==> config.mk <==
export PLATFORM = sky130hd
export DESIGN_NAME = accel_host_mem
export DESIGN_NICKNAME = d
export VERILOG_FILES = /design/src/rtl/accel_host_mem.sv
export SDC_FILE = /design/constraint.sdc
export NUM_CORES = 2
export LEC_CHECK = 0
export CORE_UTILIZATION = 51
export DETAILED_ROUTE_END_ITERATION = 6
export PLACE_DENSITY = 0.71
export SYNTH_ARGS = -nofsm -noshare
export SYNTH_HDL_FRONTEND = slang
export SYNTH_SLANG_ARGS = --single-unit
==> constraint.sdc <==
create_clock -name clk -period 19.6 [get_ports clk]
set_clock_uncertainty 0.2 [all_clocks]
set_input_delay 2.94 -clock clk [delete_from_list [all_inputs] [get_ports clk]]
set_output_delay 2.94 -clock clk [all_outputs]
set_load 0.01 [all_outputs]
==> src/rtl/accel_host_mem.sv <==
// Host side of the accelerator link: a DEPTH x 64-bit operand/result memory
// plus the sequencer that loads operands, kicks the accelerator and fetches its result.
module accel_host_mem #(
  parameter int DEPTH    = 16,
  parameter int ADDR_A   = 0,
  parameter int ADDR_B   = 1,
  parameter int ADDR_RES = 2,
  parameter int TIMEOUT  = 64
) (
  input  logic        clk,
  input  logic        rst,
  input  logic        start,
  input  logic [63:0] op_a,
  input  logic [63:0] op_b,
  output logic [63:0] result,
  output logic        result_valid,
  output logic        busy,
  output logic        timeout_err,
  output logic        comp_enb,
  input  logic [15:0] mem_addr,
  input  logic        mem_read_enb,
  output logic [63:0] mem_data,
  input  logic        mem_write_enb,
  input  logic [15:0] res_addr,
  input  logic [63:0] res_data,
  input  logic        busyb,
  input  logic        done
);

  localparam int AW = (DEPTH > 1) ? $clog2(DEPTH) : 1;
  localparam int CW = $clog2(TIMEOUT + 1);
  localparam logic [16:0] DEPTH_L = 17'(DEPTH);

  typedef enum logic [2:0] {IDLE, LOAD_A, LOAD_B, KICK, WAIT, FETCH} state_t;

  state_t        state, state_next;
  logic [63:0]   mem [DEPTH];
  logic [63:0]   op_a_q, op_b_q;
  logic [CW-1:0] wait_cnt;
  logic          armed;
  logic          wait_done, wait_expired;

  // done only counts once the accelerator has shown it started this job
  assign wait_done    = done && armed;
  assign wait_expired = (wait_cnt == CW'(TIMEOUT - 1));
  assign busy         = (state != IDLE);

  always_comb begin
    state_next = state;
    case (state)
      IDLE:    if (start) state_next = LOAD_A;
      LOAD_A:  state_next = LOAD_B;
      LOAD_B:  state_next = KICK;
      KICK:    state_next = WAIT;
      WAIT: begin
        if (wait_done)         state_next = FETCH;
        else if (wait_expired) state_next = IDLE;
      end
      FETCH:   state_next = IDLE;
      default: state_next = IDLE;
    endcase
  end

  always_ff @(posedge clk) begin
    if (rst) begin
      state        <= IDLE;
      op_a_q       <= '0;
      op_b_q       <= '0;
      result       <= '0;
      result_valid <= 1'b0;
      timeout_err  <= 1'b0;
      comp_enb     <= 1'b0;
      wait_cnt     <= '0;
      armed        <= 1'b0;
    end else begin
      state        <= state_next;
      result_valid <= 1'b0;
      comp_enb     <= 1'b0;
      case (state)
        IDLE: begin
          if (start) begin
            op_a_q      <= op_a;
            op_b_q      <= op_b;
            timeout_err <= 1'b0;
          end
        end
        LOAD_B: comp_enb <= 1'b1;
        KICK: begin
          wait_cnt <= '0;
          armed    <= 1'b0;
        end
        WAIT: begin
          wait_cnt <= wait_cnt + 1'b1;
          if (!busyb) armed <= 1'b1;
          if (!wait_done && wait_expired) timeout_err <= 1'b1;
        end
        FETCH: begin
          result       <= mem[AW'(ADDR_RES)];
          result_valid <= 1'b1;
        end
        default: ;
      endcase
    end
  end

  // Host operand loads take priority over any accelerator write in the same cycle
  always_ff @(posedge clk) begin
    if (rst) begin
      for (int i = 0; i < DEPTH; i++) mem[i] <= '0;
    end else if (state == LOAD_A) begin
      mem[AW'(ADDR_A)] <= op_a_q;
    end else if (state == LOAD_B) begin
      mem[AW'(ADDR_B)] <= op_b_q;
    end else if (!mem_write_enb && ({1'b0, res_addr} < DEPTH_L)) begin
      mem[res_addr[AW-1:0]] <= res_data;
    end
  end

  always_comb begin
    mem_data = '0;
    if (!mem_read_enb && ({1'b0, mem_addr} < DEPTH_L))
      mem_data = mem[mem_addr[AW-1:0]];
  end

endmodule

==> impl_metrics.csv <==
group,metric,value,unit
die,die_width,321,um
logic_synthesis,async_flop_share,0,
timing,finalCritPeriodShare,0.512,
logic_synthesis,synth_top_area_share,0.592,
logic_synthesis,ys_seq_area_frac,0.671,
setup_path,crit_slowest_cell,"buf_4",
cts,hold_buffers,0,
cts,cts.clk_slew.worst_paths,60,ps
global_routing,grt_pass1_wl,224000,um
logic_synthesis,ys.flop_type,"edfxtp_1",
setup_path,r2r_cells,5,
timing,relSlewSlack,0.177,
die,io_pins,363,
detailed_routing,vias,34400,
cts,numCtsBuffers,131,
setup_path,path_buf_inv,4,
timing,tns,0,ps
setup_path,crit_type,"in -> out",
logic_synthesis,syn_avg_cell_area,13.2,sq um
setup_path,cp_cell_sequence,"buf_8 > buf_4 > buf_4 > mux4_2 > mux2i_1 > o22ai_1 > clkdlybuf4s50_1",
pwr,p_per_area,95.9,nW/um^2
setup_path,crit_path_max_fanout,68,
layout,final_common_cell,"edfxtp_1",
timing,setup_viol,0,
detailed_routing,drt-initial-drc-count,4332,
logic_synthesis,synth_warnings,0,
cts,cts_buffer_depth,3,
pwr,p_int,0.00446,W
detailed_routing,viasPerCell,6.08,
place,place.gp.congestion,0.783,
min_path,min_to,"op_a_q[18]",
die,coreArea,101000,sq um
timing,rsz0062_at_grt,"no",
layout,area_delta_synth_final,16.6,%
logic_synthesis,synth_nets,4167,
cts,post_cts_resized,0,
place,hpwlAfterDp,86700,um
layout,final_cell_mix,"edfxtp_1, nor2_1, nand2_1",
detailed_routing,drc,0,
setup_path,cpMostUsedCell,"buf_4",
setup_path,worstReg2RegStart,"state[1]",
cts,clk_latency,740,ps
logic_synthesis,synth_seq_cells,1230,
status,status,"finished, final reports clean",
min_path,min_from,"op_a_q[18]",
pwr,leakagePower,20.8,nW
pwr,ir_drop,0.0000593,V
pwr,pwr-share-seq,0.513,
detailed_routing,ant_nets,0,
min_path,min_path_type,"reg -> reg",
timing,max_freq,99.7,MHz
detailed_routing,wl_per_cell,27.3,um
global_routing,grt_max_degree,143,
logic_synthesis,synth_cells,3935,
logic_synthesis,synth.area.top_cells,"edfxtp_1, mux4_2, dfxtp_1",
cts,cts_tree,"yes",
global_routing,antenna_found_initial,1,
pwr,p_clk_frac,0.409,
logic_synthesis,synth.largest_area_cell,"edfxtp_1",
min_path,whs_path_depth,2,
global_routing,overflow,0,
cts,htree_levels,4,
pwr,p_switching,0.00134,W
timing,finalHoldViolCount,0,
layout,nNetsFinal,4424,
cts,cts_setup_buffers,0,
detailed_routing,wirelength,154000,um
layout,drive_above_1_share,0.124,
setup_path,cp.required,16460,ps
cts,clock-sinks,1230,
setup_path,end_kind,"primary output",
die,die_h,321,um
pwr,switching_share,0.232,
detailed_routing,drt-pass1-iter-count,6,
logic_synthesis,synth_area,52000,sq um
timing,period_needed,10030,ps
pwr,power,0.00581,W
setup_path,arrival,6890,ps
setup_path,rrSetupSlack,15210,ps
setup_path,timing.rr.end,"mem[0][10]",
cts,clock-root-buffer,"clkbuf_16",
flow_run,cap_violations,0,
global_routing,grt_pass1_vias,34400,
logic_synthesis,synth_edf_count,1024,
timing,worstMarginPinSlew,1230,ps
global_routing,grtUsageTotal,0.300,
layout,final_util,0.602,
die,initial_core_util,0.517,
timing,drv_slew,0,
setup_path,cp-start-kind,"input pin",
setup_path,critPathMaxStageDelay,900,ps
setup_path,path_delay_family,"buffers and inverters",
die,die_area,103000,sq um
place,io_buffers,362,
pwr,comb_power_share,0.078,
die,num_rows,116,
logic_synthesis,synth.distinct_cells,50,
metal layers:
metal | up-vias | GRT usage | share of wire
met5 | - | 0 | 0
met4 | 0 | 0.107 | 0.032
met3 | 309 | 0.0572 | 0.11
met2 | 2062 | 0.493 | 0.48
met1 | 17300 | 0.400 | 0.37
li1 | 14700 | - | -
area by class of cell:
cell class | instances | area [sq um]
inverter | 7 | 27.5
antenna | 2 | 5.00
clock inverter | 53 | 460
tap | 1357 | 1700
multi-input combinational | 2402 | 15800
clock buffer | 189 | 3630
sequential | 1230 | 34900
fill | 7764 | 40000
timing repair buffer | 420 | 4090
sequential cells by signal (all words and copies together), names as in the netlist:
name          count
op_b_q           64
op_a_q           64
result           64
comp_enb          1
result_valid      1
mem            1024
timeout_err       1
state             3
armed             1
wait_cnt          7
through the flow:
stage	setup slack (ps)	hold WS (ps)	instance area (sq um)	instances
detailed placement	9480	247	56500	5416
CTS	9470	254	60600	5658
global placement	9510	242	56500	5416
floorplan	10430	237	52000	3935
finish	9570	254	60600	5660
global route	9270	268	60600	5658
worst min-delay path, delay by kind of cell, from the launching register on:
kind / cells / cell delay (ps)
AND/OR/NAND/NOR: 1 / 50
flip-flops: 1 / 310
AO/OA/AOI/OAI: 1 / 50
power groups by stage:
stage	Clock (W)	Sequential [W]	Combinational, W
5_1_grt	0.00249	0.00299	0.000476
3_3_place_gp	0	0.00303	0.000444
3_5_place_dp	0	0.00303	0.000449
4_1_cts	0.00239	0.00298	0.000450
6_report	0.00238	0.00298	0.000453
2_1_floorplan	0	0.00302	0.000265
cell families after synthesis:
logic type	count (synthesis)	synth area share
AO/OA/AOI/OAI	414	0.0431
XOR/XNOR	2	0.000482
adder cells (fa/ha/maj)	1	0.000241
buffers and inverters	303	0.0299
flip-flops	1230	0.671
multiplexers	388	0.136
AND/OR/NAND/NOR	1597	0.119
synth_stat cells, types with 4 or more instances:
library cell and count:
and2_1 4, o21ai_1 58, nor2_1 906, nand4_1 4, buf_1 19, buf_2 160
inv_1 6, buf_6 26, a31o_2 8, mux4_2 256, clkbuf_1 84, edfxtp_1 1024
nand2_1 647, dfxtp_1 206, nand3_1 9, nor4_1 4, o21ai_0 76, buf_4 5
o22ai_1 64, a21oi_1 196, mux2i_1 129
worst max-delay path by stage:
stage,start,end,cells after the start
after global routing,mem_addr[1],mem_data[40],7
after detailed placement,mem_addr[1],mem_data[36],7
after CTS,mem_addr[1],mem_data[36],7
after global placement,mem_addr[1],mem_data[36],7
final,mem_addr[1],mem_data[36],7
after floorplan,res_addr[6],mem[10][0],6
Power figures use the tool's default switching activity.
